`config.mk`:
```
export PLATFORM = sky130hd
export DESIGN_NAME = sprite_blitter
export DESIGN_NICKNAME = d
export VERILOG_FILES = /design/src/rtl/sprite_blitter.sv
export SDC_FILE = /design/constraint.sdc
export NUM_CORES = 1
export LEC_CHECK = 0
export ABC_AREA = 1
export CORE_UTILIZATION = 45
export DETAILED_ROUTE_END_ITERATION = 12
export PLACE_DENSITY = 0.69
export SLEW_MARGIN = 15
export SYNTH_ARGS = -nofsm -noshare
export SYNTH_HDL_FRONTEND = slang
export SYNTH_SLANG_ARGS = --single-unit
```
`constraint.sdc`:
```
create_clock -name CLK -period 8 [get_ports CLK]
set_input_delay 0.8 -clock CLK [delete_from_list [all_inputs] [get_ports CLK]]
set_output_delay 0.8 -clock CLK [all_outputs]
set_load 0.03 [all_outputs]
```
`src/rtl/sprite_blitter.sv`:
```
// Copies a 16x16 sprite from ROM into the frame RAM once vblank opens, clipping at the frame edges.
// Write pipeline is 2 cycles deep (ROM read, then register). Optional macro BLIT_TRANSPARENT_EN skips color index 0.
module sprite_blitter #(
   parameter int FB_WIDTH  = 640,
   parameter int FB_HEIGHT = 480
) (
   input  logic        CLK,
   input  logic        RESET_N,
   input  logic        start,
   input  logic [9:0]  sprite_x,
   input  logic [9:0]  sprite_y,
   input  logic [2:0]  sprite_id,
   input  logic        vblank,
   output logic [10:0] rom_addr,
   input  logic [3:0]  rom_data,
   output logic        fb_we,
   output logic [19:0] fb_addr,
   output logic [3:0]  fb_data,
   output logic        busy,
   output logic        done
);

   typedef enum logic [2:0] {
      S_IDLE,
      S_WAIT_VB,
      S_RUN,
      S_FLUSH,
      S_DONE
   } state_t;

   localparam logic [19:0] FB_W20 = 20'(FB_WIDTH);
   localparam logic [19:0] FB_H20 = 20'(FB_HEIGHT);

   state_t      state_q, state_d;
   logic [9:0]  x_q, x_d;
   logic [9:0]  y_q, y_d;
   logic [2:0]  id_q, id_d;
   logic [3:0]  row_q, row_d;
   logic [3:0]  col_q, col_d;
   logic        flush_q, flush_d;
   logic        p1_vld_q, p1_vld_d;
   logic        p1_clip_q, p1_clip_d;
   logic [19:0] p1_addr_q, p1_addr_d;
   logic        fb_we_q, fb_we_d;
   logic [19:0] fb_addr_q, fb_addr_d;
   logic [3:0]  fb_data_q, fb_data_d;
   logic [19:0] col_abs, row_abs;

   always_comb begin
      state_d = state_q;
      x_d     = x_q;
      y_d     = y_q;
      id_d    = id_q;
      row_d   = row_q;
      col_d   = col_q;
      flush_d = flush_q;
      case (state_q)
         S_IDLE: begin
            if (start) begin
               x_d     = sprite_x;
               y_d     = sprite_y;
               id_d    = sprite_id;
               row_d   = 4'd0;
               col_d   = 4'd0;
               state_d = S_WAIT_VB;
            end
         end
         S_WAIT_VB: begin
            if (vblank) state_d = S_RUN;
         end
         S_RUN: begin
            // vblank is no longer consulted: a started blit always finishes.
            col_d = col_q + 4'd1;
            if (col_q == 4'd15) row_d = row_q + 4'd1;
            if (row_q == 4'd15 && col_q == 4'd15) begin
               state_d = S_FLUSH;
               flush_d = 1'b0;
            end
         end
         S_FLUSH: begin
            flush_d = 1'b1;
            if (flush_q) state_d = S_DONE;
         end
         S_DONE: begin
            state_d = S_IDLE;
         end
         default: begin
            state_d = S_IDLE;
         end
      endcase
   end

   // Stage 1 runs alongside the ROM read; sums are 20 bits so clipping sees the true position.
   always_comb begin
      col_abs   = {10'd0, x_q} + {16'd0, col_q};
      row_abs   = {10'd0, y_q} + {16'd0, row_q};
      p1_vld_d  = (state_q == S_RUN);
      p1_clip_d = (col_abs >= FB_W20) || (row_abs >= FB_H20);
      p1_addr_d = row_abs * FB_W20 + col_abs;
   end

   always_comb begin
`ifdef BLIT_TRANSPARENT_EN
      fb_we_d = p1_vld_q && !p1_clip_q && (rom_data != 4'h0);
`else
      fb_we_d = p1_vld_q && !p1_clip_q;
`endif
      fb_addr_d = p1_vld_q ? p1_addr_q : fb_addr_q;
      fb_data_d = p1_vld_q ? rom_data : fb_data_q;
   end

   always_ff @(posedge CLK) begin
      if (!RESET_N) begin
         state_q   <= S_IDLE;
         x_q       <= 10'd0;
         y_q       <= 10'd0;
         id_q      <= 3'd0;
         row_q     <= 4'd0;
         col_q     <= 4'd0;
         flush_q   <= 1'b0;
         p1_vld_q  <= 1'b0;
         p1_clip_q <= 1'b0;
         p1_addr_q <= 20'd0;
         fb_we_q   <= 1'b0;
         fb_addr_q <= 20'd0;
         fb_data_q <= 4'd0;
      end else begin
         state_q   <= state_d;
         x_q       <= x_d;
         y_q       <= y_d;
         id_q      <= id_d;
         row_q     <= row_d;
         col_q     <= col_d;
         flush_q   <= flush_d;
         p1_vld_q  <= p1_vld_d;
         p1_clip_q <= p1_clip_d;
         p1_addr_q <= p1_addr_d;
         fb_we_q   <= fb_we_d;
         fb_addr_q <= fb_addr_d;
         fb_data_q <= fb_data_d;
      end
   end

   assign rom_addr = {id_q, row_q, col_q};
   assign fb_we    = fb_we_q;
   assign fb_addr  = fb_addr_q;
   assign fb_data  = fb_data_q;
   assign busy     = (state_q == S_WAIT_VB) || (state_q == S_RUN) || (state_q == S_FLUSH);
   assign done     = (state_q == S_DONE);

endmodule

```
# After elaboration in Yosys (flattened, before gate mapping)
# Cells that the tools add are included.
[totals]
register_bits = 82
input_bits = 31
elab_cells = 57
[op_classes]
n_lt_le_gt_ge = 2
reduce_logical = 14
n_mux = 11
n_eq_ne = 11
mul = 1
addsub = 5
[ops]
columns = ["cell", "count"]
rows = [
  ["$add 10x4->11", 2],
  ["$add 20x11->20", 1],
  ["$pmux 4 s2", 2],
  ["$mul 11x3->13 const B", 1],
  ["$mux 3", 4],
  ["$pmux 3 s4", 1],
  ["$ge 11x10->1 const B", 1],
  ["$ge 11x9->1 const B", 1],
  ["$add 4x1->4 const B", 2],
  ["$eq 4x4->1 const B", 2],
  ["$mux 4", 2],
  ["$eq 3x2->1 const B", 2],
  ["$ne 2x2->1 const B", 3],
  ["$reduce_and 2->1", 3],
  ["$ne 2x1->1 const B", 2],
  ["$reduce_and 4->1", 1],
  ["$reduce_bool 2->1", 2],
  ["$eq 3x1->1 const B", 1],
  ["$eq 3x3->1 const B", 1],
  ["$logic_not 3->1", 1],
  ["$logic_or 1x1->1", 3],
  ["$reduce_and 3->1", 1],
  ["$logic_and 1x1->1", 2],
  ["$pmux 1 s2", 1],
  ["other kinds (2)", 2],
]

# Logic depth before layout (Yosys ltp)
[logic_depth]
ltp_word = 4
mapped_depth = 24
depth_no_buf = 24

# Worst setup path after synthesis
# Ideal clock, no wire load.
[synth_timing]
kind = "register -> register"
from = "reg row_q[0]"
to = "reg p1_addr_q[18]"
period_less_slack_ns = 3.441
stages_incl_launch_ff = 18
t_required_ns = 7.885
setup_slack_ns = 4.559
setup_time_ns = 0.115
t_arrival_ns = 3.326
cell_sequence = "dfxtp_1 -> ha_1 -> inv_1 -> fa_1 -> o21bai_1 -> xor2_1 -> inv_1 -> ha_1 -> fa_1 -> nand2_1 -> inv_1 -> nand4_1 -> nand3_1 -> nand2_1 -> nor3_2 -> nand3_1 -> nand2_1 -> nor2_1"
[synth_between]
elab_chain_cells = 3
[synth_lines]
columns = ["element", "line_no", "source"]
rows = [
  ["start, declared", "38", "logic [3:0] row_q, row_d;"],
  ["start signal, assigned", "132", "row_q <= row_d;"],
  ["$add 10x4->11", "96", "row_abs = {10'd0, y_q} + {16'd0, row_q};"],
  ["$mul 11x3->13", "99", "p1_addr_d = row_abs * FB_W20 + col_abs;"],
  ["$add 20x11->20", "99", ""],
  ["end signal, assigned", "137", "p1_addr_q <= p1_addr_d;"],
  ["end, declared", "43", "logic [19:0] p1_addr_q, p1_addr_d;"],
]
# No other way between the ends.
# A chain may end at the register's enable or synchronous reset.

# Final worst setup path
# Ends and elaborated chain as after synthesis.

==> summary.md <==
| Metric | Value |
|---|---|
| Status | complete, no violations |
| Worst Path Max Fanout | 5 |
| Die W | 101 um |
| Hold violation count in the final report | 0 |
| Gates resized, CTS repair | 0 |
| Pleak | 2.58 nW |
| Fin crit share | 43.5% |
| Max-slew violations | 0 |
| CTS clk-pin slew, worst paths | 90 ps |
| RSZ-0062 raised after global routing | no |
| DRT iter0 DRCs | 158 |
| Reg area | about 1600 um2 |
| Worst setup margin | 4520 ps |
| DRC Markers | 0 |
| Ports | 69 |
| # setup viols final | 0 |
| # hold bufs at CTS | 0 |
| Final WL | 10.0 mm |
| Initial antenna violation count | 0 |
| Clk buf depth | 2 |
| First-pass DRT Iterations | 5 |
| Slew headroom | 27.5% |
| CTS root buf | clkbuf_8 |
| Core ar. | 9370 um2 |
| Die Footprint | around 10000 um2 |
| Seq/Total Area, Yosys | 37.3% |
| Crit Path Class | register to register |
| Area Overhead vs Synth | 21.9% |
| Crit end category | register |
| Clock Sinks | 82 |
| Setup bufs post-CTS | 0 |
| Number of CTS-inserted buffers | 9 |
| First-pass GRT wire length | roughly 17 mm |
| Mean Syn Cell Area | 6.94 um2 |
| Post-route ant nets | 0 |
| GRT Resource Usage Total | 21.5% |
| Initial core utilization | between 40% and 50% |
| HPWL after detailed placement | 7.52 mm |
| Path category of the worst min-delay check | register to register |
| Worst VDD drop | approximately 180 uV |
| Vias in the first global route | roughly 3900 |
| Layout Skew | between 15 and 20 ps |
| Final #Nets | 761 |
| # fillers | 928 |
| Largest net degree at the start of global routing | 73 |
| Global route overflow | 0 |
| Fmax | 287 MHz |
| # Max-Cap Violations | 0 |
| Critical path arrival | 3740 ps |
| Worst skew pair latency | 360 ps |
| Synth Cell Area | 4400 um2 |
| Row count | 35 |
| Measured slew at the worst slew-check pin | 1090 ps |
| Post-synth cell types | 35 |
| I/O Buffers | 68 |
| Commonest cells after routing, fill and taps aside | nand2_1 (127), nor2_1 (99), dfxtp_1 (82) |
| Yosys Warn Count | 0 |
| Routed vias/inst | 4.99 |
| CTS tree | done |
| Placer Congestion | 0.898 |
| Vias post-DR | 4139 |
| CTS H-tree depth | 3 |
| WL/cell | 12.1 um |
| Power density over the cells | about 280 nW/um2 |
| Fin crit period | 3480 ps |
| Synth Net Count | 699 |
| DP Worst Slack | 4510 ps |
| Diode count | 0 |
| Multi-input logic area | about 2400 um2 |
| Worst endpoint required time | 8260 ps |
| Fin Setup TNS | 0 ps |
| Commonest non-fill, non-tap cell in the layout | nand2_1 |
| Synth Register Bits | 82 |
| Crit start category | register |
| Chip Height | about 100 um |
| Layout cells sized above 1 | 4.85% |
| Gate Count Post-Synth | 634 |
## sequential cells by signal, summed over array words and instances, names as in the netlist, 3 cells and up
signal	count
id_q	3
row_q	4
fb_data	4
y_q	10
fb_addr	20
p1_addr_q	20
col_q	4
x_q	10
state_q	3
## worst max-delay path: stages, from the launching register on
cell,delay (ps)
dfxtp_1,390
ha_1,230
inv_1,70
fa_1,420
o21bai_1,190
xor2_1,200
inv_1,80
ha_1,320
fa_1,640
nand2_1,70
inv_1,70
nand4_1,70
nand3_1,110
nand2_1,90
nor3_2,220
nand3_1,110
nand2_1,70
nor2_1,50
## Yosys cell counts, drive strengths merged
cell	n	area share [%]
nand2	130	12
nor2	102	9.1
inv	84	7.2
dfxtp	82	37
o21ai	66	7.5
a21oi	43	4.9
nand3	39	4.6
ha	30	8.5
clkbuf	13	1.1
nor3	12	1.6
nand4	6	0.85
buf	4	0.43
fa	4	1.8
nand3b	3	0.51
xor2	3	0.77
o21bai	2	0.34
xnor2	2	0.40
a211oi	1	0.17
a311oi	1	0.20
a31o	1	0.20
a32o	1	0.23
and3	1	0.14
clkinv	1	0.085
nor4	1	0.14
o31ai	1	0.17
or2	1	0.14
## cells by family after synthesis
family,share of synthesized area (%)
fa+ha+maj,10.4
buf+inv,8.79
flops,37.3
xor+xnor,1.17
compound gates,13.7
simple gates,28.6
## power breakdown
| group | switching, W | internal (W) | total, W |
|---|---|---|---|
| logic | 0.000403 | 0.000229 | 0.000631 |
| registers | 0.0000663 | 0.000510 | 0.000576 |
| clock network | 0.000171 | 0.000121 | 0.000292 |
## worst paths after layout
check,start,to,slack [ps],cells past startpoint
setup / recovery,row_q[0],p1_addr_q[18],4520,17
hold / removal,p1_clip_q,fb_we,400,1
setup reg to reg,row_q[0],p1_addr_q[18],4520,17
hold reg to reg,p1_clip_q,fb_we,400,1
## routing by layer
layer | up-vias | routed length (um) | GRT usage (%)
li1 | 2166 | - | -
met1 | 1868 | 4690 | 26.8
met2 | 95 | 4740 | 36.0
met3 | 10 | 483 | 5.69
met4 | 0 | 125 | 7.25
met5 | - | 0 | 0
## through the flow
stage	cell area [um2]	std cells	hold slack, ps	power (W)	utilization (%)
2_1_floorplan	4400	634	376	0.00102	-
3_3_place_gp	5170	814	392	0.00120	55.1
3_5_place_dp	5170	814	387	0.00121	55.1
4_1_cts	5360	830	403	0.00151	57.2
5_1_grt	5360	830	417	0.00162	57.2
6_report	5360	830	400	0.00150	57.2
## final cells by class
class                           instances  share of cell area [%]
Timing Repair Buffer                   68                    12.6
Clock buffer                            9                    2.31
Clock inverter                          7                    1.33
Tap cell                              129                    3.01
Multi-Input combinational cell        450                    44.2
Inverter                               85                    5.95
Sequential cell                        82                    30.6
Note: power is estimated with default switching activity, not from simulation.
